==> src/rtl/tdm_audio_pkg.sv <==
// Shared definitions for the TDM/I2S audio master.
//   MODE_I2S / MODE_TDM : serial format selectors
//   clog2               : constant ceil(log2(v)), returns 0 for v <= 1
//   params_ok           : legality of a parameter set, used at elaboration
package tdm_audio_pkg;

    localparam int MODE_I2S = 0;
    localparam int MODE_TDM = 1;

    function automatic int clog2(input int v);
        int r;
        r = 0;
        while ((1 << r) < v) r++;
        return r;
    endfunction

    function automatic bit params_ok(input int num_ch, input int sample_w,
                                     input int slot_w, input int fifo_depth,
                                     input int bclk_half, input int mode);
        bit ok;
        ok = 1'b1;
        if (num_ch < 1 || num_ch > 8)                         ok = 1'b0;
        if (sample_w < 8 || sample_w > 32)                    ok = 1'b0;
        if (sample_w > slot_w)                                ok = 1'b0;
        if (fifo_depth < 2 || (fifo_depth & (fifo_depth - 1)) != 0) ok = 1'b0;
        if (bclk_half < 2)                                    ok = 1'b0;
        if (mode != MODE_I2S && mode != MODE_TDM)             ok = 1'b0;
        if (mode == MODE_I2S && num_ch != 2)                  ok = 1'b0;
        return ok;
    endfunction

endpackage

==> src/rtl/audio_frame_fifo.sv <==
// Show-ahead synchronous frame FIFO.
//   clk, reset   : clock, synchronous active-high reset (empties the FIFO)
//   push, wdata  : write request and frame; ignored while full
//   pop          : drop the head frame; ignored while empty
//   rdata        : current head frame (valid while !empty)
//   full, empty  : occupancy flags; full is registered alongside level
//   level        : frames stored
module audio_frame_fifo
    import tdm_audio_pkg::*;
#(
    parameter int W     = 48,
    parameter int DEPTH = 16
) (
    input  logic                   clk,
    input  logic                   reset,
    input  logic                   push,
    input  logic                   pop,
    input  logic [W-1:0]           wdata,
    output logic [W-1:0]           rdata,
    output logic                   full,
    output logic                   empty,
    output logic [clog2(DEPTH):0]  level
);

    localparam int AW = clog2(DEPTH);
    localparam int LW = AW + 1;

    logic [W-1:0]  mem [DEPTH];
    logic [AW-1:0] wr_ptr;
    logic [AW-1:0] rd_ptr;
    logic          do_push;
    logic          do_pop;

    assign do_push = push && !full;
    assign do_pop  = pop && !empty;
    assign empty   = (level == '0);
    assign rdata   = mem[rd_ptr];

    // DEPTH is a power of two, so the pointers wrap on their own.
    always_ff @(posedge clk) begin
        if (reset) begin
            wr_ptr <= '0;
            rd_ptr <= '0;
            level  <= '0;
            full   <= 1'b0;
        end else begin
            if (do_push) wr_ptr <= wr_ptr + 1'b1;
            if (do_pop)  rd_ptr <= rd_ptr + 1'b1;
            case ({do_push, do_pop})
                2'b10: begin
                    level <= level + 1'b1;
                    full  <= (level == LW'(DEPTH - 1));
                end
                2'b01: begin
                    level <= level - 1'b1;
                    full  <= 1'b0;
                end
                default: ;
            endcase
        end
    end

    always_ff @(posedge clk) begin
        if (do_push) mem[wr_ptr] <= wdata;
    end

endmodule

==> src/rtl/tdm_audio_master.sv <==
// Multi-channel audio serialiser: frame FIFO feeding an I2S or TDM output.
//   clk, reset      : clock, synchronous active-high reset
//   enable          : run the serial interface; low holds bclk/lrclk/sdata at 0
//   frame_in        : NUM_CH samples, ch0 in the low SAMPLE_W bits
//   write_frame     : push frame_in (dropped and flagged if full)
//   full, level     : FIFO occupancy
//   overflow        : sticky, write attempted while full
//   underrun_cnt    : saturating count of zero-substituted frames
//   status_clr      : clears overflow and underrun_cnt (wins over same-cycle events)
//   bclk, lrclk     : bit clock; word select (I2S) or one-bit frame sync (TDM)
//   sdata           : serial data, MSB first, one bclk behind lrclk
module tdm_audio_master
    import tdm_audio_pkg::*;
#(
    parameter int NUM_CH     = 2,
    parameter int SAMPLE_W   = 24,
    parameter int SLOT_W     = 32,
    parameter int FIFO_DEPTH = 16,
    parameter int BCLK_HALF  = 16,
    parameter int MODE       = MODE_I2S
) (
    input  logic                         clk,
    input  logic                         reset,
    input  logic                         enable,
    input  logic [NUM_CH*SAMPLE_W-1:0]   frame_in,
    input  logic                         write_frame,
    output logic                         full,
    output logic [clog2(FIFO_DEPTH):0]   level,
    output logic                         overflow,
    output logic [15:0]                  underrun_cnt,
    input  logic                         status_clr,
    output logic                         bclk,
    output logic                         lrclk,
    output logic                         sdata
);

    localparam int FRAME_BITS = NUM_CH * SLOT_W;
    localparam int FW         = NUM_CH * SAMPLE_W;
    localparam int BW         = clog2(FRAME_BITS);
    localparam int DW         = clog2(BCLK_HALF);

    if (!params_ok(NUM_CH, SAMPLE_W, SLOT_W, FIFO_DEPTH, BCLK_HALF, MODE)) begin : g_param_error
        $error("tdm_audio_master: illegal parameter combination");
    end

    logic                  running;
    logic [DW-1:0]         div_cnt;
    logic [BW-1:0]         bit_idx;
    logic [FRAME_BITS-1:0] shreg;
    logic [FRAME_BITS-1:0] load_val;
    logic [FW-1:0]         fifo_head;
    logic                  fifo_empty;

    logic          div_tc;
    logic          bclk_fall;
    logic          start;
    logic [BW-1:0] bit_next;
    logic          frame_load;
    logic          pop;
    logic          underrun_evt;

    audio_frame_fifo #(.W(FW), .DEPTH(FIFO_DEPTH)) u_fifo (
        .clk   (clk),
        .reset (reset),
        .push  (write_frame),
        .pop   (pop),
        .wdata (frame_in),
        .rdata (fifo_head),
        .full  (full),
        .empty (fifo_empty),
        .level (level)
    );

    function automatic logic lr_for(input logic [BW-1:0] idx);
        if (MODE == MODE_TDM) return (idx == '0);
        return (int'(idx) >= SLOT_W) && (int'(idx) < 2 * SLOT_W);
    endfunction

    // The first enabled cycle stands in for the bclk fall that opens b=0.
    assign start        = enable && !running;
    assign div_tc       = (div_cnt == DW'(BCLK_HALF - 1));
    assign bclk_fall    = running && div_tc && bclk;
    assign bit_next     = (bit_idx == BW'(FRAME_BITS - 1)) ? '0 : bit_idx + 1'b1;
    assign frame_load   = start || (bclk_fall && bit_next == '0);
    assign pop          = frame_load && !fifo_empty;
    assign underrun_evt = frame_load && fifo_empty;

    // Each slot: sample MSB-aligned, zero padded; ch0 occupies the top slot.
    always_comb begin
        load_val = '0;
        for (int ch = 0; ch < NUM_CH; ch++) begin
            load_val[FRAME_BITS-1-ch*SLOT_W -: SAMPLE_W] = fifo_head[ch*SAMPLE_W +: SAMPLE_W];
        end
    end

    always_ff @(posedge clk) begin
        if (reset || !enable) begin
            running <= 1'b0;
            div_cnt <= '0;
            bit_idx <= '0;
            bclk    <= 1'b0;
            lrclk   <= 1'b0;
            sdata   <= 1'b0;
            shreg   <= '0;
        end else if (start) begin
            running <= 1'b1;
            div_cnt <= '0;
            bit_idx <= '0;
            bclk    <= 1'b0;
            lrclk   <= lr_for('0);
            sdata   <= 1'b0;
            shreg   <= fifo_empty ? '0 : load_val;
        end else if (div_tc) begin
            div_cnt <= '0;
            bclk    <= !bclk;
            if (bclk) begin
                // Capture the outgoing MSB before a frame boundary reload.
                bit_idx <= bit_next;
                sdata   <= shreg[FRAME_BITS-1];
                lrclk   <= lr_for(bit_next);
                if (bit_next == '0) shreg <= fifo_empty ? '0 : load_val;
                else                shreg <= {shreg[FRAME_BITS-2:0], 1'b0};
            end
        end else begin
            div_cnt <= div_cnt + 1'b1;
        end
    end

    always_ff @(posedge clk) begin
        if (reset || status_clr) begin
            overflow     <= 1'b0;
            underrun_cnt <= '0;
        end else begin
            if (write_frame && full) overflow <= 1'b1;
            if (underrun_evt && underrun_cnt != 16'hFFFF) underrun_cnt <= underrun_cnt + 1'b1;
        end
    end

endmodule
==> config.mk <==
export PLATFORM = sky130hd
export DESIGN_NAME = tdm_audio_master
export DESIGN_NICKNAME = d
export VERILOG_FILES = /design/src/rtl/tdm_audio_pkg.sv /design/src/rtl/audio_frame_fifo.sv /design/src/rtl/tdm_audio_master.sv
export SDC_FILE = /design/constraint.sdc
export NUM_CORES = 1
export LEC_CHECK = 0
export CORE_MARGIN = 5
export CORE_UTILIZATION = 50
export DETAILED_ROUTE_END_ITERATION = 16
export GPL_ROUTABILITY_DRIVEN = 0
export PLACE_DENSITY = 0.67
export SYNTH_ARGS = -nofsm -noshare
export SYNTH_HDL_FRONTEND = slang
export SYNTH_SLANG_ARGS = --single-unit
==> constraint.sdc <==
create_clock -name clk -period 6.1 [get_ports clk]
set_clock_uncertainty 0.2 [all_clocks]
set_input_delay 0.61 -clock clk [delete_from_list [all_inputs] [get_ports clk]]
set_output_delay 0.61 -clock clk [all_outputs]
set_load 0.005 [all_outputs]
# Yosys cells after proc, flatten, opt, wreduce, memory -nomap -nowiden
# Memory sizes are Yosys's and may differ from the RTL's. A register that Yosys moved wholly into a read port is not among the register bits.
# Index checks and enable logic that the tools add are counted.
# totals
inputBits	53
memories	1
wordCells	67
register_bits	109
ram_bits	768
out_inout_bits	26
# memory_table
name	words	word_bits	rd	rd_clocked_by_memory_dff	wr	line_no	rtl
u_fifo.mem	16	48	1	1	1	audio_frame_fifo.sv:28	logic [W-1:0] mem [DEPTH];
# classes
n_reduce_logical	27
magnitude_cmp	1
eq_ne	6
n_mux	12
addsub	7
# op_table
cell	n
$mux W64	5
$add A16 B1 Y16 const B	1
$ne A16 B16 Y1 const B	1
$add A4 B1 Y4 const B	3
$logic_and A1 B1 Y1	10
$pmux W5 S2	1
$mux W4	2
$add A6 B1 Y6 const B	1
$eq A6 B6 Y1 const B	1
$ge A6 B6 Y1 const B	1
$logic_not A6 Y1	1
$mux W6	1
$reduce_bool A2 Y1	3
$add A5 B1 Y5 const B	1
$eq A5 B4 Y1 const B	1
$logic_not A1 Y1	5
$logic_not A5 Y1	1
$sub A5 B1 Y5 const B	1
$eq A4 B4 Y1 const B	1
$reduce_and A2 Y1	2
$logic_or A1 B1 Y1	3
$reduce_or A3 Y1	1
$eq A2 B1 Y1 const B	1
$eq A2 B2 Y1 const B	1
other kinds (3)	4

# Depth between registers and ports, before layout
# Gate-level depths: netlist (run 1).
# logic_depth
ltp_word	9
ltp_mapped	15
ltp_nobuf	13

# Cells and area by module
# Synthesis (run 1) repeated with hierarchy kept, for this count alone.
# hier_totals
cells_unflattened	1791
area_unflattened_um2	33621.0
# by_module_without_submodules
module	cells_each	instances	area_each_um2	seq_area_each_um2
audio_frame_fifo	1307	1	29669.7	23422.5
tdm_audio_master	484	1	3951.3	1741.7

# Worst setup path before layout (run 1)
# No wires, ideal clock.
# synth_path
path_type	input-to-reg
startpoint	input port write_frame
endpoint	memory u_fifo.mem[3][0], enable pin
path_slack_ns	0.963
cell_stages	4
setup_time_ns	0.513
arrival_ns	4.424
path_buffers	1
required_time_ns	5.387
cell_sequence	nor2b_1 > clkbuf_1 > nand2_1 > nor3_1
# synth_via
elab_chain_len	3
# synth_rtl
element	line_no	rtl
start, declared	tdm_audio_master.sv:26	input logic write_frame,
$logic_and A1 B1 Y1	audio_frame_fifo.sv:34	assign do_push = push && !full;
$mux W1	audio_frame_fifo.sv:64	if (do_push) mem[wr_ptr] <= wdata;
$mux W1 (implied by the code)	audio_frame_fifo.sv:64	
end, declared	audio_frame_fifo.sv:28	
# No other way between the ends.

# Worst setup path after layout (run 1)
# layout_path
startpoint	register div_cnt[0]
endpoint	register u_fifo.level[4]
# layout_via
elab_chain_len	9
word_cells_on_any_way	11
classes_between	3 x eq/ne; 1 x mux; 7 x reduce/logical
# layout_rtl
element	line_no	rtl
start, declared	tdm_audio_master.sv:47	logic [DW-1:0] div_cnt;
start signal, assigned	tdm_audio_master.sv:125	div_cnt <= div_cnt + 1'b1;
$eq A4 B4 Y1 (*)	tdm_audio_master.sv:81	assign div_tc = (div_cnt == DW'(BCLK_HALF - 1));
$logic_and A1 B1 Y1 (*) (2 in series)	tdm_audio_master.sv:82	assign bclk_fall = running && div_tc && bclk;
$logic_and A1 B1 Y1 (*)	tdm_audio_master.sv:84	assign frame_load = start || (bclk_fall && bit_next == '0);
$logic_or A1 B1 Y1 (*)	tdm_audio_master.sv:84	
$logic_and A1 B1 Y1 (*)	tdm_audio_master.sv:85	assign pop = frame_load && !fifo_empty;
$logic_and A1 B1 Y1 (*)	audio_frame_fifo.sv:35	assign do_pop = pop && !empty;
via u_fifo.do_pop	audio_frame_fifo.sv:32	logic do_pop;
$eq A2 B1 Y1 / $eq A2 B2 Y1 (equally long branches)	audio_frame_fifo.sv:49	case ({do_push, do_pop})
$pmux W5 S2 / $reduce_bool A2 Y1 (equally long branches)	--	
end signal, assigned	audio_frame_fifo.sv:51	level <= level + 1'b1;
end signal, assigned	audio_frame_fifo.sv:55	level <= level - 1'b1;
end, declared	audio_frame_fifo.sv:22	output logic [clog2(DEPTH):0] level
# The timed path passes the listed nets; every way through them passes the cells marked *.
# A chain may end at the register's enable or synchronous reset.

==> results.md, run 1 <==
- Status: completed
- Library cells used by synthesis: 52
- Routed wire per std cell: 26.51 um
- Number of synthesized flops with an enable pin: 768
- CP startpoint kind: flip-flop
- Gr usage total: 0.1969
- Final HPWL DP: 38.91 mm
- Number of global-route vias before repair: 16,640
- P_leak: 11.63 nW
- Core region area: 65,860 um2
- Port bufs: 78
- Slew headroom: 0.2036
- Iter 0 DRT Violations: 1,675
- Ys flop type: edfxtp_1
- Largest fanout on the critical path: 18
- Minimum clock period: 4.201 ns
- Worst-case vdd ir drop: 0.0002187 V
- FF+latch area: 25,180 um2
- Nets@finish: 1,749
- Largest net degree at the start of global routing: 94
- Seq cells post-synth: 873
- DIE HEIGHT: 267.7 um
- Multi-input logic area: 7770 um2
- Io pins: 79
- CTS HTree Levels: 3
- Pwr Density: 369.6 nW/um2
- Final period util: 0.6887
- Die Span X: 267.7 um
- Cells after synthesis: 1,569
- CTS tree: done
- CP endpoint kind: flip-flop
- Worst path arrival time: 4.52 ns
- Net count after synthesis: 1,633
- Clock Latency Late Sink: 0.65 ns
- Seq/Total Area, Yosys: 0.7578
- Required @ worst endpoint: 6.42 ns
- Initial core utilization: 0.5042
- Internal: 10.91 mW
- Bufs on Longest Clock Path: 3
- Drt drc: 0
- Max Fclk: 0.2380 GHz
- Endpoints failing setup: 0
- Setup bufs post-CTS: 0
- FP Rows: 94
- Clock Sinks: 873
- Commonest non-fill, non-tap cell in the layout: edfxtp_1
- Met2 GRT Util: 0.3253
- Max Slew Vio Count: 0
- Hold Fails Final Rpt: 0
- Share of layout cells above drive strength 1: 0.2536
- Global-route wire length before repair: 105.4 mm
- Reg clk slew, reported paths: 0.06 ns
- Tightest Hold Check Type: reg -> reg
- Post-cts sizing count: 0
- Sequential power share: 0.477
- Routed Antenna Nets: 0
- Global routing usage on met3: 0.03656
- Most frequent cells in the layout: edfxtp_1 (768), mux4_2 (240), dfxtp_1 (101), nor2_1 (98), clkbuf_16 (86)
- Post-synth ARST share: 0
- Logic pwr share: 0.135
- Synth warnings: 0
- Grt peak-use layer: met2
- Switching share of power: 0.2276
- Die ar.: 71,670 um2
- Via count: 15,950
- Utilization of the core after routing: 0.5803
- GR Overflow Total: 0
- Syn-to-layout area delta: 15.09%
- Hold buffers post-CTS: 0
- Actual slew at the worst max-slew pin: 1.192 ns
- Mapped Area: 33,210 um2
- Setup TNS: 0 ns
- WS Path Type: reg -> reg
- Total CTS buffers: 86
- DR pass1 iterations: 5
- Switch Pwr: 3.215 mW
- Met1 Resource Use GR: 0.2775
- Fillers: 4,703
- Unrepaired setup endpoints after global routing: false
- Pwr Total: 14.13 mW
- Fin cells: 2,624
- Initial antenna violation count: 3
- DRT Wirelength: 69.57 mm
- Root Buffer: clkbuf_16
- Vias per cell: 6.079
- Worst hold slack: 0.2769 ns
- Syn_area_per_cell: 21.17 um2
- Placed insts: 2,461
- Clock share of power: 0.389
- Max-Cap Viols: 0
## path summary, 6_finish.rpt
path	startpoint	end	slack, ns	depth (start not counted)
worst min register to register	lrclk	lrclk	0.28	1
worst max-delay path	div_cnt[0]	u_fifo.level[4]	1.90	14
worst max register to register	div_cnt[0]	u_fifo.level[4]	1.90	14
worst min-delay path	lrclk	lrclk	0.28	1
## power by group through the flow
stage,Combinational [mW],Sequential [mW],Clock (mW)
global placement,1.91,6.86,0
global route,2.06,6.75,5.86
detailed placement,1.93,6.86,0
CTS,1.94,6.74,5.60
floorplan,1.52,6.77,0
finish,1.90,6.73,5.49
## worst max-delay path: stages, from the launching register on
cell and delay, ns:
dfxtp_1 0.38, ha_1 0.25, nand4_1 0.33, nor2_1 0.34
a31oi_1 0.12, buf_4 0.23, nor2_1 0.22, ha_1 0.53
xor2_1 0.14, ha_1 0.28, o21ai_0 0.16, nand2b_1 0.08
a32oi_1 0.22, mux2i_1 0.24, mux2_2 0.35
## cell families after synthesis
kind of cell / synth area share
xor gates and xnor gates: 0.006594
DFF: 0.7578
adders and majority gates: 0.004144
muxes: 0.1646
AOI/OAI and AO/OA: 0.02393
buffers and inverters: 0.01262
and+or+nand+nor: 0.03033
## per-layer routing
metal | vias up | wire (um)
met1 | 8451 | 28550
met2 | 560 | 35190
met3 | 107 | 4301
met5 | - | 24
met4 | 4 | 1500
li1 | 6830 | -
## flip-flops by register name, indices dropped and copies added (netlist names), named ones only
name / cells
bclk: 1
bit_idx: 6
div_cnt: 4
lrclk: 1
overflow: 1
running: 1
sdata: 1
shreg: 56
u_fifo.full: 1
u_fifo.level: 5
u_fifo.mem: 768
u_fifo.rd_ptr: 4
u_fifo.wr_ptr: 4
underrun_cnt: 16
## synth_stat cells, types with 4 or more instances
cell | n | area share
clkbuf_1 | 60 | 0.0068
ha_1 | 11 | 0.0041
nor3_1 | 13 | 0.0020
dfxtp_1 | 105 | 0.063
a222oi_1 | 47 | 0.014
edfxtp_1 | 768 | 0.69
nand4_1 | 6 | 0.0011
nand2_1 | 33 | 0.0037
nand2b_1 | 5 | 0.00094
nor4_1 | 9 | 0.0017
o21ai_0 | 7 | 0.0011
and3_1 | 4 | 0.00075
nor2_1 | 112 | 0.013
xnor2_1 | 17 | 0.0045
a22oi_1 | 9 | 0.0020
a21oi_1 | 16 | 0.0024
xor2_1 | 8 | 0.0021
mux4_2 | 240 | 0.16
inv_1 | 9 | 0.0010
mux2i_1 | 5 | 0.0015
buf_1 | 6 | 0.00068
nand3_1 | 11 | 0.0017
buf_2 | 23 | 0.0035
## cell type report
cell class              count  share of cell area
flip-flops and latches    873              0.6587
multi-input cells         596              0.2033
clock buffers             117             0.06250
repair buffers            119             0.03077
well taps                 864             0.02829
clock inverters            45             0.01545
inverters                   9           0.0008839
diodes                      1          0.00006547
## per-stage QoR
stage	cell area, um2	worst slack [ns]
final	38220	1.899
after global routing	38220	1.491
after CTS	38220	1.926
after detailed placement	35240	1.673
after global placement	35240	1.761
after floorplan	33210	0.9629
Note: power is estimated with default switching activity, not from simulation.
==> run 2, diff against run 1 <==
Settings changed: PLACE_DENSITY 0.67 to 0.69.
Clock period 6.1 ns to 3.7 ns, I/O delays scaled along.
==> results.md, run 2 (same netlist as run 1, synthesis figures left out) <==
- CTS tree: done
- Endpoints failing setup: 0 (unchanged)
- Io pins: 79 (unchanged)
- P_leak: 11.75 nW (+1.0%)
- Crit path max-delay cell type: dfxtp_1
- Syn-to-layout area delta: 16.32%
- Number of global-route vias before repair: 16,730 (+0.57%)
- Drt drc: 0 (unchanged)
- Final HPWL DP: 36.03 mm (-7.4%)
- Max stage delay on crit path: 0.39 ns (-0.14 ns)
- Tightest Hold Check Type: in -> reg
- Iter 0 DRT Violations: 1,448 (-14%)
- WS Path Type: reg -> reg
- Die Span X: 267.7 um (unchanged)
- DRT Wirelength: 70.98 mm (+2.0%)
- Routed Antenna Nets: 0 (unchanged)
- GR Overflow Total: 0 (unchanged)
- DR pass1 iterations: 5 (unchanged)
- Actual slew at the worst max-slew pin: 0.7773 ns (-0.4145 ns)
- Max reg flops: 768 (unchanged)
- FP Rows: 94 (unchanged)
- Total CTS buffers: 86 (unchanged)
- Share of layout cells above drive strength 1: 0.2635 (+0.009991)
- Initial antenna violation count: 6 (+3)
- CP startpoint kind: flip-flop
- Hold buffers post-CTS: 0 (unchanged)
- Routed wire per std cell: 26.92 um (+1.5%)
- Post-cts sizing count: 0 (unchanged)
- Required @ worst endpoint: 4.01 ns (-2.41 ns)
- Largest fanout on the critical path: 6 (-12)
- Final instance area: 38,630 um2 (+1.1%)
- Fin cells: 2,637 (+0.50%)
- Max Slew Vio Count: 0 (unchanged)
- Clock share of power: 0.389 (about the same)
- CTS HTree Levels: 3 (unchanged)
- Worst slack at placement: 0.3587 ns (-1.315 ns)
- Worst hold slack: 0.1802 ns (-0.09668 ns)
- Worst path arrival time: 3.71 ns (-0.81 ns)
- Status: completed
- Reg clk slew, reported paths: 0.06 ns (about the same)
- Bufs on Longest Clock Path: 3 (unchanged)
- Hold Fails Final Rpt: 0 (unchanged)
- Pwr Total: 23.44 mW (+66%)
- Switching share of power: 0.2246 (-0.002944)
- Pwr Density: 606.8 nW/um2 (+64%)
- Placed insts: 2,478 (+0.69%)
- Clock Sinks: 873 (unchanged)
- Critical Path Most Common Cell: ha_1
- Internal: 18.17 mW (+67%)
- Minimum clock period: 3.401 ns (-0.8006 ns)
- Core region area: 65,860 um2 (unchanged)
- Sequential power share: 0.473 (-0.004)
- DP Area: 35,630 um2 (+1.1%)
- DIE HEIGHT: 267.7 um (unchanged)
- Max-Cap Viols: 0 (unchanged)
- Nets@finish: 1,766 (+0.97%)
- Crit path cell chain: ha_1 > nand2_1 > nor2_1 > a31oi_2 > nor2_1 > ha_1 > xor2_1 > ha_1 > o21ai_0 > nand2b_1 > a32oi_1 > mux2i_1 > mux2_2
- Post-route setup slack: 0.2993 ns (-1.599 ns)
- Most frequent cells in the layout: edfxtp_1 (768), mux4_2 (240), dfxtp_1 (101), nor2_1 (98), clkbuf_16 (86)
- Via count: 16,080 (+0.82%)
- Clock Latency Late Sink: 0.63 ns (-0.02 ns)
- Logic pwr share: 0.137 (+0.002)
- Port bufs: 78 (unchanged)
- Setup TNS: 0 ns (unchanged)
- Root Buffer: clkbuf_16
- Largest net degree at the start of global routing: 93 (-1.1%)
- CP endpoint kind: flip-flop
- Commonest non-fill, non-tap cell in the layout: edfxtp_1
- Worst-case vdd ir drop: 0.0004289 V (+96%)
- Slew headroom: 0.4818 (+0.2782)
- Most flops, register: u_fifo.mem
- Largest regs: u_fifo.mem (768), shreg (56), underrun_cnt (16)
- Unrepaired setup endpoints after global routing: false
- Die ar.: 71,670 um2 (unchanged)
- Setup bufs post-CTS: 0 (unchanged)
- Max Fclk: 0.2941 GHz (+24%)
- Vias per cell: 6.099 (+0.32%)
- Gr usage total: 0.2010 (+0.004098)
- Utilization of the core after routing: 0.5865 (+0.006212)
- Global-route wire length before repair: 107.4 mm (+1.9%)
- Switch Pwr: 5.265 mW (+64%)
- Initial core utilization: 0.5042 (unchanged)
- Final period util: 0.9191 (+0.2304)
## run 2: changes by cell type in the layout (fill, tap and decap cells not counted), moves of 3 or more
cell	delta
buf_12	+19
clkbuf_8	-9
clkbuf_1	-7
bufinv_16	+4
clkinv_4	+4
clkinvlp_4	+4
nor3_2	-4
nor3_4	+4
clkinv_2	+3
## run 2: worst paths after layout
check | startpoint | slack (ns) | cells after the start | to
worst min register to register | sdata | 0.26 | 2 | sdata
worst max register to register | bit_idx[1] | 0.30 | 13 | u_fifo.level[4]
worst max-delay path | bit_idx[1] | 0.30 | 13 | u_fifo.level[4]
worst min-delay path | enable | 0.18 | 3 | running
## run 2: power groups by stage
stage	registers [mW]	logic [mW]	clock network (mW)
2_1_floorplan	11.2	2.52	0
3_3_place_gp	11.3	3.22	0
3_5_place_dp	11.3	3.28	0
4_1_cts	11.1	3.28	9.31
5_1_grt	11.1	3.50	9.75
6_report	11.1	3.22	9.13
## run 2: cell type report
class                      count  area [um2]
fill                        4660       27230
sequential                   873       25180
multi-input combinational    596        7801
clock buffer                 101        2238
timing repair buffer         136        1541
tap                          864        1081
clock inverter                57       753.2
inverter                       9       33.78
antenna                        1       2.502
## run 2: layer usage
layer | share of wire | global-route usage | wire length, um
met1 | 0.40 | 0.2771 | 28590
met2 | 0.51 | 0.3383 | 36040
met3 | 0.069 | 0.03739 | 4921
met4 | 0.019 | 0.05165 | 1368
met5 | 0.00083 | 0 | 59
## run 2: critical path, delay by kind of cell, from the launching register on
kind | cells | cell delay (ns)
xor gates and xnor gates | 1 | 0.08
muxes | 2 | 0.57
DFF | 1 | 0.39
and+or+nand+nor | 4 | 0.70
adders and majority gates | 3 | 0.78
AOI/OAI and AO/OA | 3 | 0.55
==> RTL change 1 (flow settings as in run 2) <==
Set the parameter `BCLK_HALF` to 8 (it was 16).
--- a/src/rtl/tdm_audio_master.sv
+++ b/src/rtl/tdm_audio_master.sv
@@ -16,7 +16,7 @@
     parameter int SAMPLE_W   = 24,
     parameter int SLOT_W     = 32,
     parameter int FIFO_DEPTH = 16,
-    parameter int BCLK_HALF  = 16,
+    parameter int BCLK_HALF  = 8,
     parameter int MODE       = MODE_I2S
 ) (
     input  logic                         clk,
Formal check against the unedited RTL: no difference found for any inputs over 4 cycles, from zero or initial values and one cycle with reset high; that may be too few to reach the edited logic, so the function may still have changed.
==> RTL change 1 against run 2 <==
- total power shrank 2.5%
- sequential cell count shrank 1
- routed wire length grew 3.1%
- setup slack gained 0.11 ns
- final area shrank 0.86%
- non-clock buffer count is the same
- first-iteration DRC count grew 35%
- area after synthesis grew 0.27%
- count of clock-buffer cells in the layout grew 24
- global-route usage grew 0.35 points
==> RTL change 1: results (changes against run 2) <==
post-placement cell area = 35,600 um2 (about the same)
Worst Path Arrival = 3.61 ns (was 3.71 ns)
M1 WL = 31,600 um (was 28,600 um)
Static Leak = 0.0119 uW (was 0.0117 uW)
relative slew slack = 40.2% (was 48.2%)
post-DP HPWL = 36,900 um (was 36,000 um)
M2 GR Usage = 32.5% (was 33.8%)
antenna violations before repair = 3 (was 6)
Num CTS Buffers = 87 (was 86)
synth top area cells = edfxtp_1 (69%), mux4_2 (13%), dfxtp_1 (6.3%) (was edfxtp_1 (69%), mux4_2 (16%), dfxtp_1 (6.3%))
total track usage = 20.5% (was 20.1%)
Synth Area per Inst = 19.5 um2 (was 21.2 um2)
Synth cell types = 49 (was 52)
r2r startpoint = div_cnt[0] (was bit_idx[1])
largest net degree at the start of global routing = 70 (was 93)
Hold WS = 0.204 ns (was 0.180 ns)
Commonest cells post-synth = edfxtp_1 (768), mux4_2 (193), a21oi_1 (107), dfxtp_1 (104), a22oi_1 (94) (was edfxtp_1 (768), mux4_2 (240), nor2_1 (112), dfxtp_1 (105), clkbuf_1 (60))
share of cells above drive strength 1 = 21.3% (was 26.4%)
CP top delay family = compound AO/OA/AOI/OAI gates (was adder cells)
Seq/Total Area, Yosys = 75.5% (was 75.8%)
final std cells w/o fill = 2,762 (was 2,637)
worst hold start = write_frame (was enable)
met3 Use GR = 3.63% (was 3.74%)
post-synthesis adder-cell area fraction = 0.413% (was 0.414%)
maximum VDD drop = 413 uV (was 429 uV)
outcome = completed (unchanged)
fillcell total = 4,772 (was 4,660)
fraction of synthesized area in multiplexers = 13.1% (was 16.5%)
post-synthesis compound-gate area fraction = 6.41% (was 2.39%)
xor and xnor area share after synthesis = 0.658% (was 0.659%)
first-pass GRT wire length = 110,000 um (was 107,000 um)
NumNets Final = 1,888 (was 1,766)
r2r worst-path depth = 14 (was 13)
WL met2 = 35,000 um (was 36,000 um)
Largest regs = u_fifo.mem (768), shreg (56), underrun_cnt (16) (unchanged)
syn nets = 1,771 (was 1,633)
placed insts = 2,599 (was 2,478)
via density per instance = 6.17 (was 6.10)
final worst slack = 0.406 ns (was 0.299 ns)
==> RTL change 1: cell type report <==
cell class                 instances  area [um2]  share of cell area, %
sequential                       872       25200                   65.7
multi-input combinational        721        7810                   20.4
clock buffer                     125        2410                   6.30
timing repair buffer             136        1490                   3.89
tap                              864        1080                   2.82
clock inverter                    35         318                  0.830
inverter                           6        22.5                 0.0588
antenna                            3        7.51                 0.0196
==> RTL change 1: report_power, final <==
group          internal [uW]  total (uW)  switching, uW
clock network           4830        8410           3580
logic                   1800        3370           1570
registers              10900       11100            214
total                  17500       22800           5360
==> RTL change 1: tightest hold or removal path, stage by stage <==
cell and delay, ns:
clkdlybuf4s50_1 0.48, a21oi_1 0.07, nor2_1 0.07
==> RTL change 1: logic make-up (layout without fill, tap and decap cells) <==
kind of cell               after synthesis  count (layout)
AOI/OAI and AO/OA                      331             331
adders and majority gates               11              11
DFF                                    872             872
other                                    0               3
buffers and inverters                  114             302
muxes                                  195             195
and+or+nand+nor                        159             159
xor gates and xnor gates                25              25
==> RTL change 2 (config.mk and constraints of run 2) <==
Without the edit above. Register the output `underrun_cnt` once more, without a reset; this adds one clock of latency there. The other outputs are not delayed to match. Comments in the files are not updated.
--- a/src/rtl/tdm_audio_master.sv
+++ b/src/rtl/tdm_audio_master.sv
@@ -38,6 +38,8 @@
     localparam int FW         = NUM_CH * SAMPLE_W;
     localparam int BW         = clog2(FRAME_BITS);
     localparam int DW         = clog2(BCLK_HALF);
+
+    logic [15:0] underrun_cnt_s0;
 
     if (!params_ok(NUM_CH, SAMPLE_W, SLOT_W, FIFO_DEPTH, BCLK_HALF, MODE)) begin : g_param_error
         $error("tdm_audio_master: illegal parameter combination");
@@ -129,11 +131,15 @@
     always_ff @(posedge clk) begin
         if (reset || status_clr) begin
             overflow     <= 1'b0;
-            underrun_cnt <= '0;
+            underrun_cnt_s0 <= '0;
         end else begin
             if (write_frame && full) overflow <= 1'b1;
-            if (underrun_evt && underrun_cnt != 16'hFFFF) underrun_cnt <= underrun_cnt + 1'b1;
+            if (underrun_evt && underrun_cnt_s0 != 16'hFFFF) underrun_cnt_s0 <= underrun_cnt_s0 + 1'b1;
         end
     end
 
+    always_ff @(posedge clk) begin
+        underrun_cnt <= underrun_cnt_s0;
+    end
+
 endmodule
Formal check against the unedited RTL: not equivalent (Yosys sat finds a counterexample within 4 cycles, from zero or initial values and one cycle with reset high).
==> RTL change 2 against run 2 <==
- area after synthesis is 1.8% higher
- total power is 1.9% lower
- setup slack worse by 0.049 ns
- clock power is 3.2% lower
- utilization is 0.47 points lower
- non-clock buffer count is 1 lower
- hold slack better by 0.0065 ns
- fmax is 1.4% lower
- sequential cell count is 16 higher
- final area is 1.1% higher
- routed wire length is 0.19% higher
- largest cell class unchanged
==> RTL change 2: results (changes against run 2) <==
outcome = completed (unchanged)
Worst Path Arrival = 3.76 ns (was 3.71 ns)
Seq/Total Area, Yosys = 75.4% (was 75.8%)
maximum VDD drop = 297 uV (was 429 uV)
xor and xnor area share after synthesis = 0.648% (was 0.659%)
TritonRoute pass-1 iters = 7 (was 5)
Wirelength per Cell = 26.3 um (was 26.9 um)
first-pass GRT wire length = 107,000 um (about the same)
syn nets = 1,688 (was 1,633)
Clock transition at path regs = 0.06 ns (about the same)
share of cells above drive strength 1 = 26.4% (about the same)
Num CTS Buffers = 88 (was 86)
clk_lat worst skew = 0.64 ns
Synth Warn # = 0 (unchanged)
Max Root-Sink Buffers = 3 (unchanged)
Static Leak = 0.0120 uW (was 0.0117 uW)
vias in the first global route = 16,800 (was 16,700)
post-synthesis compound-gate area fraction = 3.27% (was 2.39%)
fraction of synthesized area in multiplexers = 16.1% (was 16.5%)
total track usage = 19.5% (was 20.1%)
worst-margin pin slew = 0.955 ns (was 0.777 ns)
vias = 16,300 (was 16,100)
Post-synth ARST share = 0% (unchanged)
Syn Inst Count = 1,624 (was 1,569)
post-CTS setup buffer count = 0 (unchanged)
Critical Path Fanout Max = 6 (unchanged)
post-synthesis adder-cell area fraction = 0.407% (was 0.414%)
synth top area cells = edfxtp_1 (68%), mux4_2 (16%), dfxtp_1 (7.2%) (was edfxtp_1 (69%), mux4_2 (16%), dfxtp_1 (6.3%))
r2r startpoint = div_cnt[0] (was bit_idx[1])
worst hold start = write_frame (was enable)
reg2reg end = u_fifo.level[4] (unchanged)
r2r worst-path depth = 15 (was 13)
EDFF count, synth = 768 (unchanged)
Hold Crit Depth = 3 (unchanged)
Largest regs = u_fifo.mem (768), shreg (56) (was u_fifo.mem (768), shreg (56), underrun_cnt (16))
hold endpoint = overflow (was running)
antenna violations before repair = 5 (was 6)
worst reg-to-reg setup slack = 0.25 ns (was 0.30 ns)
largest net degree at the start of global routing = 57 (was 93)
final std cells w/o fill = 2,708 (was 2,637)
H-tree Lvls = 3 (unchanged)
placed insts = 2,541 (was 2,478)
Synth cell types = 50 (was 52)
post-DP HPWL = 35,900 um (was 36,000 um)
CTS root buf = clkbuf_16 (unchanged)
worst min path class = in2reg (unchanged)
Main synth FF type = edfxtp_1 (unchanged)
NumNets Final = 1,822 (was 1,766)
Iter 0 DRT Violations = 1,960 (was 1,448)
Commonest cells post-synth = edfxtp_1 (768), mux4_2 (240), dfxtp_1 (121), clkbuf_1 (62), nor2_1 (59) (was edfxtp_1 (768), mux4_2 (240), nor2_1 (112), dfxtp_1 (105), clkbuf_1 (60))
## RTL change 2: changes by cell type after synthesis, moves of 4 or more
cell,change
nor4_1,-6
nor2_1,-53
nand2_1,-6
a222oi_1,-47
and2_1,+4
buf_1,-5
o22ai_1,+25
o22ai_2,+20
inv_1,+48
a22oi_1,+47
dfxtp_1,+16
## RTL change 2: where the power goes
part | total [uW] | switching (uW) | internal [uW]
clock network | 8840 | 3640 | 5200
registers | 11200 | 171 | 11000
logic | 2950 | 1280 | 1670
## RTL change 2: area by class of cell
type / count / area (um2)
Fill cell: 4729 / 28100
Sequential cell: 889 / 25500
Multi-Input combinational cell: 587 / 7880
Clock buffer: 123 / 2490
Timing Repair Buffer: 135 / 1480
Tap cell: 873 / 1090
Clock inverter: 41 / 412
Inverter: 57 / 214
Antenna cell: 3 / 7.51
## RTL change 2: logic make-up (layout without fill, tap and decap cells)
group / count (synthesis) / after routing
flops: 889 / 889
mux: 245 / 245
simple gates: 160 / 160
buf+inv: 148 / 356
compound gates: 146 / 146
xor+xnor: 25 / 25
fa+ha+maj: 11 / 11
other cells: 0 / 3
## RTL change 2: worst max-delay path, cell delays in order, from the launching register on
cell and delay (ns):
dfxtp_1 0.38, ha_1 0.25, nand4_1 0.18, o21ai_2 0.23, and2_1 0.19, nand2_1 0.14
inv_1 0.10, ha_2 0.24, xor2_1 0.11, ha_1 0.26, o21ai_1 0.16, nand2b_1 0.13
a311o_1 0.33, a41oi_1 0.20, o21ai_0 0.11, nor3b_1 0.15
## RTL change 2: per-stage QoR
| step | utilization, % | setup slack [ns] | setup TNS, ns | cell area (um2) | hold slack (ns) |
|---|---|---|---|---|---|
| 2_1_floorplan | - | 0.0229 | 0 | 33800 | 0.163 |
| 5_1_grt | 58.2 | -0.0260 | -0.0260 | 39100 | 0.200 |
| 3_5_place_dp | 53.8 | 0.0853 | 0 | 36200 | 0.185 |
| 6_report | 58.2 | 0.250 | 0 | 39100 | 0.187 |
| 4_1_cts | 58.2 | 0.213 | 0 | 39100 | 0.159 |
| 3_3_place_gp | 53.8 | 0.229 | 0 | 36200 | 0.175 |
## RTL change 2: routing by layer
layer | routed length, um | vias to the layer above | global-route usage, %
li1 | - | 6971 | -
met1 | 29400 | 8672 | 27.4
met2 | 35700 | 560 | 32.2
met3 | 4710 | 103 | 3.58
met4 | 1240 | 8 | 4.85
met5 | 60 | - | 0
## RTL change 2: worst max path at each step
stage	from	slack, ns	depth (start not counted)	end
6_report	div_cnt[0]	0.25	15	u_fifo.level[4]
5_1_grt	div_cnt[0]	-0.03	15	u_fifo.level[4]
4_1_cts	div_cnt[0]	0.21	15	u_fifo.level[4]
3_5_place_dp	enable	0.09	15	u_fifo.level[4]
3_3_place_gp	enable	0.23	15	u_fifo.level[4]
2_1_floorplan	write_frame	0.02	4	u_fifo.mem[7][0]
